==> src/rtl/ucode_addr_sel_pkg.sv <==
// Shared microcode-sequencer definitions: address-select FSM states and
// the field_18 jump-type encodings used by the next-address decode.
package ucode_addr_sel_pkg;

    typedef enum logic [1:0] {
        ST_IDLE = 2'b00,
        ST_RUN  = 2'b01,
        ST_HOLD = 2'b10
    } useq_state_e;

    // field_18 bits [6:5]: how a_oprd[0] steers the next address
    localparam logic [1:0] F18_JMP_SEQ      = 2'b00;
    localparam logic [1:0] F18_JMP_HANDLE2  = 2'b01;
    localparam logic [1:0] F18_JMP_HANDLE   = 2'b10;
    localparam logic [1:0] F18_JMP_HANDLE_P = 2'b11;

    // {bit1,bit0} codes produced by the jump decode
    localparam logic [1:0] NSEL_PLUS2 = 2'b10;
    localparam logic [1:0] NSEL_PLUS3 = 2'b11;

endpackage

==> src/rtl/ucode_jmp_dec.sv <==
// Next-address decode: chooses address+1/+2/+3 from the field_18 jump
// type and the handle bit a_oprd[0].
module ucode_jmp_dec #(
    parameter int ADDR_W = 9
) (
    input  logic [1:0]        jmp,
    input  logic              a0,
    input  logic [ADDR_W-1:0] nxt_addr_1,
    input  logic [ADDR_W-1:0] nxt_addr_2,
    input  logic [ADDR_W-1:0] nxt_addr_3,
    output logic [ADDR_W-1:0] next_addr
);
    import ucode_addr_sel_pkg::*;

    logic handle2;
    logic handle;
    logic handle_p;
    logic bit1;
    logic bit0;

    assign handle2  = (jmp == F18_JMP_HANDLE2);
    assign handle   = (jmp == F18_JMP_HANDLE);
    assign handle_p = (jmp == F18_JMP_HANDLE_P);

    assign bit1 = (handle & ~a0) | (handle_p & a0) | (handle2 & a0);
    assign bit0 = (handle & ~a0) | (handle_p & a0) | ~(handle2 & a0);

    // 2'b00 cannot occur; it falls into the sequential (+1) case
    always_comb begin
        next_addr = nxt_addr_1;
        case ({bit1, bit0})
            NSEL_PLUS2: next_addr = nxt_addr_2;
            NSEL_PLUS3: next_addr = nxt_addr_3;
            default:    next_addr = nxt_addr_1;
        endcase
    end

endmodule

==> src/rtl/ucode_addr_sel.sv <==
// Microcode ROM address select: takes R-stage entry addresses, steps the
// routine via the jump decode, buffers one overlapping start, counts cycles.
module ucode_addr_sel #(
    parameter int ADDR_W = 9,
    parameter int CNT_W  = 8
) (
    input  logic              clk,
    input  logic              reset,
    input  logic [ADDR_W-1:0] rom_start_r,
    input  logic              u_done,
    input  logic              ie_stall_ucode,
    input  logic              ie_kill_ucode,
    input  logic [1:0]        u_f18_jmp,
    input  logic              a_oprd_0,
    input  logic [ADDR_W-1:0] nxt_addr_1,
    input  logic [ADDR_W-1:0] nxt_addr_2,
    input  logic [ADDR_W-1:0] nxt_addr_3,
    output logic [ADDR_W-1:0] rom_addr_l,
    output logic              ucode_in_r,
    output logic              ucode_hold_r,
    output logic [CNT_W-1:0]  ucode_cyc_cnt
);
    import ucode_addr_sel_pkg::*;

    localparam logic [CNT_W-1:0] CNT_ONE = CNT_W'(1);
    localparam logic [CNT_W-1:0] CNT_MAX = '1;

    useq_state_e       state;
    logic [ADDR_W-1:0] rom_addr;
    logic [ADDR_W-1:0] pend_addr;
    logic [ADDR_W-1:0] next_addr;
    logic              start_req;

    assign start_req    = |rom_start_r;
    assign rom_addr_l   = ~rom_addr;
    assign ucode_hold_r = (state == ST_HOLD);

    ucode_jmp_dec #(
        .ADDR_W(ADDR_W)
    ) u_jmp_dec (
        .jmp        (u_f18_jmp),
        .a0         (a_oprd_0),
        .nxt_addr_1 (nxt_addr_1),
        .nxt_addr_2 (nxt_addr_2),
        .nxt_addr_3 (nxt_addr_3),
        .next_addr  (next_addr)
    );

    always_ff @(posedge clk or posedge reset) begin
        if (reset) begin
            state         <= ST_IDLE;
            rom_addr      <= '0;
            pend_addr     <= '0;
            ucode_in_r    <= 1'b0;
            ucode_cyc_cnt <= '0;
        end else if (ie_kill_ucode) begin
            // kill wins over stall and any start; the counter keeps its value
            state      <= ST_IDLE;
            rom_addr   <= '0;
            pend_addr  <= '0;
            ucode_in_r <= 1'b0;
        end else if (ie_stall_ucode) begin
            ucode_in_r <= 1'b0;
        end else begin
            ucode_in_r <= 1'b0;
            case (state)
                ST_IDLE: begin
                    if (start_req) begin
                        state         <= ST_RUN;
                        rom_addr      <= rom_start_r;
                        ucode_in_r    <= 1'b1;
                        ucode_cyc_cnt <= CNT_ONE;
                    end
                end
                ST_RUN: begin
                    if (u_done) begin
                        if (start_req) begin
                            rom_addr      <= rom_start_r;
                            ucode_in_r    <= 1'b1;
                            ucode_cyc_cnt <= CNT_ONE;
                        end else begin
                            state <= ST_IDLE;
                        end
                    end else begin
                        rom_addr <= next_addr;
                        if (ucode_cyc_cnt != CNT_MAX)
                            ucode_cyc_cnt <= ucode_cyc_cnt + CNT_ONE;
                        // overlapping start: park it until the routine ends
                        if (start_req) begin
                            state     <= ST_HOLD;
                            pend_addr <= rom_start_r;
                        end
                    end
                end
                ST_HOLD: begin
                    if (u_done) begin
                        state         <= ST_RUN;
                        rom_addr      <= pend_addr;
                        ucode_in_r    <= 1'b1;
                        ucode_cyc_cnt <= CNT_ONE;
                    end
                end
                default: state <= ST_IDLE;
            endcase
        end
    end

endmodule
==> config.mk <==
export PLATFORM = sky130hd
export DESIGN_NAME = ucode_addr_sel
export DESIGN_NICKNAME = d
export VERILOG_FILES = /design/src/rtl/ucode_addr_sel_pkg.sv /design/src/rtl/ucode_jmp_dec.sv /design/src/rtl/ucode_addr_sel.sv
export SDC_FILE = /design/constraint.sdc
export NUM_CORES = 1
export LEC_CHECK = 0
export ABC_AREA = 1
export BUFFER_PORTS_ARGS = -buffer_cell sky130_fd_sc_hd__clkbuf_2
export CORE_AREA = 2 2 76 78
export DETAILED_ROUTE_END_ITERATION = 16
export DIE_AREA = 0 0 78 80
export MAX_ROUTING_LAYER = met4
export PLACE_DENSITY = 0.67
export RECOVER_POWER = 25
export SETUP_SLACK_MARGIN = 0.02
export SLEW_MARGIN = 20
export SYNTH_ARGS = -nofsm -noshare
export SYNTH_HDL_FRONTEND = slang
export SYNTH_SLANG_ARGS = --single-unit
==> constraint.sdc <==
create_clock -name clk -period 1.8 [get_ports clk]
set_input_delay 0.36 -clock clk [delete_from_list [all_inputs] [get_ports clk]]
set_output_delay 0.36 -clock clk [all_outputs]
set_load 0.005 [all_outputs]
After elaboration in Yosys (flattened, before gate mapping). Cells that the tools add are included.

Register bits: 29. Bits of input ports: 44. Output and inout port bits: 19.

$add $sub $neg: 1. Eq/ne operators: 16. Multiplexer cells: 31. Bitwise logic cells: 11. Reductions and logical operators: 10.

Operator list (count): 2-to-1 mux 9 bit (10); 2-to-1 mux 8 bit (4); one-hot mux 9 bit (3 select lines) (1); one-hot mux 8 bit (3 select lines) (1); one-hot mux 9 bit (2 select lines) (1); 2-to-1 mux 2 bit (7); equality test 2 bit, second input constant (5); AND reduction 5 bit (2); inequality test 3 bit, second input constant (3); inverter 9 bit (1); OR reduction 9 bit (1); adder 8 x 1 -> 8 bit, second input constant (1); inequality test 4 bit, second input constant (2); inequality test 8 bit, second input constant (1); one-hot mux 2 bit (3 select lines) (1); 2-to-1 mux 1 bit (5); equality test 2 x 1 -> 1 bit, second input constant (2); inequality test 2 x 1 -> 1 bit, second input constant (2); inverter 1 bit (4); AND reduction 4 bit (1); nonzero test 2 bit (2); nonzero test 4 bit (1); bitwise AND 1 bit (3); OR 1 bit (3); 5 further kinds (5).

Longest topological paths before layout.
Word-level depth: 10. Depth in mapped cells: 11. Depth with buffers taken out: 11.

Hierarchy. From an unflattened synthesis, not the netlist that was laid out.

Cell total of the unflattened synthesis: 350. Area, all modules: 2233.4 um^2.

By module, submodules not included: ucode_addr_sel (instances 1, cells an instance 305, area an instance 2006.9 um^2, sequential area each 725.7 um^2); ucode_jmp_dec (instances 1, cells an instance 45, area an instance 226.5 um^2, sequential area each 0.0 um^2).

Worst setup path before layout. Ideal clock, no wire load.

Path type: register -> register. Start: reg state[0]. End: reg ucode_cyc_cnt[6]. Setup time: 0.117 ns. Arrival time: 1.586 ns. Setup slack: 0.097 ns. Cell stages (with the launch flop): 9. Buffers on the path: 1. Cell sequence: dfrtp_1 inv_1 ha_1 nor3_1 nor3_4 clkbuf_8 a31o_2 o21ai_1 inv_1.

Longest elaborated chain between the ends: 3. Elaborated cells between the ends (all ways): 8.

RTL lines: start, declared (line ucode_addr_sel.sv:28) `useq_state_e state;`; start signal, assigned (line ucode_addr_sel.sv:51) `state <= ST_IDLE;`; start signal, assigned (line ucode_addr_sel.sv:58) `state <= ST_IDLE;`; start signal, assigned (line ucode_addr_sel.sv:69) `state <= ST_RUN;`; equality test 2 bit *; via ucode_hold_r (line ucode_addr_sel.sv:20) `output logic ucode_hold_r,`; inequality test 2 bit (no source line) / nonzero test 3 bit (equally long branches); AND reduction 5 bit (no source line); end signal, assigned (line ucode_addr_sel.sv:87) `ucode_cyc_cnt <= ucode_cyc_cnt + CNT_ONE;`; end, declared (line ucode_addr_sel.sv:21) `output logic [CNT_W-1:0] ucode_cyc_cnt`.

Mark *: on every way through the listed nets, which the timed path passes. The rest lies on a longest branch. A chain may end at the register's enable or synchronous reset.

Worst setup path after layout.
Start: reg state[1]. End: reg ucode_cyc_cnt[6].

Longest elaborated chain between the ends: 3. Elaborated cells between the ends (all ways): 8.

RTL lines: equality test 2 x 1 -> 1 bit, or another cell as far along (line ucode_addr_sel.sv:66) `case (state)`; inequality test 3 bit (no source line), or another cell as far along; AND reduction 5 bit (no source line).

Several ways; a longest one is shown, not always the timed one.

==> flow_results.org <==
** Placed design
- In this run the tool buffered the top-level ports with slightly above 60 buffer cells.
- Before CTS, the worst setup slack after placement is roughly 0.012 ns.
- Routability-driven placement finished with a final weighted congestion of 0.8711.
- DP HPWL :: between 4 and 5 mm
- The placed instances occupy a cell area of 0.002659 mm2.

** Clock network
- CTS tree :: built
- For the worst-skew pair, the clock arrives at the later sink with an insertion delay of between 0.2 and 0.3 ns.
- Total clock buffers created by CTS :: 5
- After clock tree synthesis, the clock-pin slew on the worst setup and hold paths is roughly 0.070 ns.
- CTS Hold Buffers Added :: 0
- CTS saw 29 sinks.
- Clock H-tree levels :: 2
- Buffer type at the clock tree root :: clkbuf_8
- The clock passes through at most 2 buffers.

** Power and ir drop
- Cell internal power was estimated by the tool at ~1.2 mW.
- Of the total power, the share spent switching nets is 0.3481.
- Logic gate share of total power :: 0.323
- Static power due to leakage :: between 1.5 and 2 nW
- Reg power frac :: 0.395
- Power per unit of standard cell area :: 665.8 mW/mm2
- Worst ir drop on vdd :: between 300 and 400 uV
- The share of total power dissipated in the clock network is 0.282.
- Switching power :: between 0.6 and 0.7 mW

** Critical path
- The worst setup path is captured at a flip-flop.
- STA puts the critical path data required time at ~2.0 ns.
- Count of cells along the worst register-to-register path :: 9
- On the critical path, the stage with the largest delay is an instance of dfrtp_1.
- The startpoint identified for the worst register-to-register timing path is state[1]$_DFFE_PP0P_.
- Biggest cell delay along the critical path :: just over 0.4 ns
- The kind of cell with the highest combined delay along the critical path is buffers and inverters.
- At the worst endpoint, the arrival time is 1.88 ns.
- Most frequent cell on the critical path :: buf_4
- Traced cell by cell, the critical path runs through buf_4 > ha_4 > nor3_1 > buf_4 > nor3_4 > buf_4 > a31o_2 > o21ai_1 > inv_1.
- Of all nets on the critical path, the largest fanout is 10.
- Worst reg2reg endpoint :: ucode_cyc_cnt[6]$_DFFE_PP0P_
- Startpoint type of the worst setup path :: flip-flop
- In this run the worst setup path begins at state[1]$_DFFE_PP0P_.
- The critical path contains buffers and inverters numbering 4 combined.
- The setup check on the worst reg-to-reg path leaves a slack of between 0.09 and 0.1 ns.
- The critical path is of the flip-flop to flip-flop type.

** Routing
- The detail route stage leaves a number of antenna-violating nets equal to 0.
- In the routed design, unresolved DRC markers number 0.
- In the routed layout, each cell is associated on average with a via count of between 4 and 5.
- After detailed routing, the average wire length per cell comes to roughly 12 um.
- The first detailed-routing pass took 5 iterations.
- In this run, the number of DRC markers left after iteration 0 of detailed routing was between 150 and 200.
- For this block, the via count after detailed routing is 2346.
- Total Routed Length :: around 6 mm

** Global routing
- Global routing finished with a remaining overflow of 0.
- The via count of the first global-routing pass is about 2.2k.
- Wire length of the first global-routing pass :: just under 10 mm
- Number of antenna violations at the first check in global routing :: 0
- In the global route stage, overall resource usage came out at 0.2007.
- Pin count of the biggest net entering global routing :: 30

** Floorplanning
- Area enclosed by the die boundary :: roughly 0.0062 mm2
- IO Count :: 63
- The initial utilization of the core area, before any placement, comes to 0.4039.
- Core Box Area :: 0.005405 mm2
- In this run the vertical extent of the chip is approximately 80 um.
- The floorplan step set the die width to 78 um.
- After floorplanning, the core was divided into 27 placement rows.

** Finish
- Fillcell total :: 527
- After the last flow step, the layout net total stands at 470.
- Relative to the synthesized area, the layout overhead comes to 28.48%.
- The number of antenna diodes in the final layout is 0.
- Post-route cell area :: approximately 0.0028 mm2
- In the final layout, the share of cells above drive strength 1 is 0.2796.

** Yosys
- Of the synthesized area, sequential elements account for 0.3324.
- Synthesized-area fraction occupied by adder cells :: 0.02865
- In this run, synthesis inferred 0 flip-flops with an integrated enable.
- After synthesis, the largest family of logic cells by area is simple AND/OR/NAND/NOR gates.
- The netlist uses 34 different library cells.
- The synthesized design contains 29 register bits.
- Syn_nets :: about 390
- Post-synthesis instance area :: around 0.0022 mm2
- In the synthesized netlist, the number of instances is 340.
- Warnings, synthesis :: 0
- The synthesized-area fraction occupied by ao, oa, aoi and oai cells came to 0.06533.
- Of the total synthesized cell area, the portion taken by AND, OR, NAND and NOR gates is 0.4693.
- Synth Area per Inst :: about 6.4 um2
- Post-synthesis share of cell area spent on xor and xnor gates :: 0
- Mux cell area share after synthesis :: 0
- After synthesis, the share of flip-flops with an asynchronous set or reset is 1.000.
- The most used flip-flop cell after synthesis is dfrtp_1.

** Min path
- Worst hold-check path type :: input pin to async pin

** Run status
- Result of the run :: complete, no violations

** STA
- Period utilization :: 0.9461
- Clock Skew :: roughly 0.0047 ns
- Setup repair after global routing left no endpoint under its margin.
- Setup TNS after final layout :: 0 ns
- At the pin with the least slew margin, the transition time is about 0.75 ns.
- Tmin final :: about 1.7 ns
- Across all setup checks in the final design, the least slack found is slightly below 0.1 ns.
- The final-report hold violation count came to 0.
- Worst slew margin :: 0.5019
- Setup violation total in the final timing report :: 0
- The final count of pins violating max slew was 0.
- Timing-limited maximum frequency :: around 590 MHz

** Run
- Total of max-cap violations :: 0
-- cells by family after synthesis --
kind of cell	after synthesis
simple gates	234
flops	29
compound gates	20
buf+inv	52
fa+ha+maj	5
-- stage by stage --
stage	instances	util	power (mW)	hold WS, ns
floorplan	340	-	1.082	0.4381
global placement	483	0.4919	1.300	0.4437
detailed placement	483	0.4919	1.308	0.4444
CTS	491	0.5076	1.854	0.1366
global route	494	0.5190	1.993	0.2990
finish	494	0.5190	1.868	0.2597
-- area by class of cell --
cell class | instances | area (um2) | area share
inverters | 46 | 177.7 | 0.06334
clock inverters | 2 | 10.01 | 0.003568
multi-input cells | 259 | 1272 | 0.4536
flip-flops and latches | 29 | 726.9 | 0.2591
clock buffers | 6 | 72.57 | 0.02587
repair buffers | 80 | 455.4 | 0.1624
well taps | 72 | 90.09 | 0.03211
-- metal layers --
layer	global-route usage	vias to the layer above	share of wire
li1	-	1224	-
met1	0.2669	1049	0.47
met2	0.3147	68	0.46
met3	0.03846	5	0.062
met4	0.05614	0	0.0093
met5	-	-	0
-- cell usage in the layout, fill, tap and decap left out, drive strengths merged --
master	netlist	routed
clkbuf	2	69
buf	4	17
nand4	5	5
o21bai	2	2
nor3	4	4
o21ai	10	10
nand3b	2	2
nand2	152	152
dfrtp	29	29
inv	45	45
a21oi	4	4
o31ai	2	2
nor2	22	22
a31o	1	1
nand3	49	49
ha	5	5
o21a	1	1
clkinv	1	3
-- power groups by stage --
stage | logic, mW | clock network (mW) | registers (mW)
final | 0.602 | 0.527 | 0.738
after global routing | 0.679 | 0.573 | 0.742
after CTS | 0.567 | 0.553 | 0.734
after detailed placement | 0.563 | 0 | 0.745
after global placement | 0.555 | 0 | 0.744
after floorplan | 0.336 | 0 | 0.746
-- flip-flops by register name (all words and copies together), names as in the netlist --
register / flops
rom_addr: 9
state: 2
ucode_in_r: 1
pend_addr: 9
ucode_cyc_cnt: 8
-- tightest hold or removal path, stage by stage --
cell and delay, ns:
clkbuf_2 0.08, inv_1 0.04, clkbuf_2 0.58
-- timing repair --
action | CTS | global route
buffers inserted | 0 | 3
setup endpoints to repair | 6 | 16
pin swaps | 0 | 0
gates resized for setup | 1 | 11
-- synth_stat cells, drive strengths merged (4+ instances only) --
master	instances	share of area
a21oi	4	0.013
buf	4	0.015
dfrtp	29	0.33
ha	5	0.029
inv	45	0.080
nand2	152	0.27
nand3	49	0.11
nand4	5	0.017
nor2	22	0.046
nor3	4	0.017
o21ai	10	0.026
-- worst max path at each step --
stage               cells after the start                      endpoint  slack, ns
floorplan                               8  ucode_cyc_cnt[6]$_DFFE_PP0P_        0.1
global placement                       11       rom_addr[2]$_DFFE_PP0P_       0.09
detailed placement                     11       rom_addr[0]$_DFFE_PP0P_       0.01
global route                            8       rom_addr[2]$_DFFE_PP0P_       0.03
CTS                                    11       rom_addr[0]$_DFFE_PP0P_       0.02
finish                                  9  ucode_cyc_cnt[6]$_DFFE_PP0P_        0.1
Note: power is estimated with default switching activity, not from simulation.
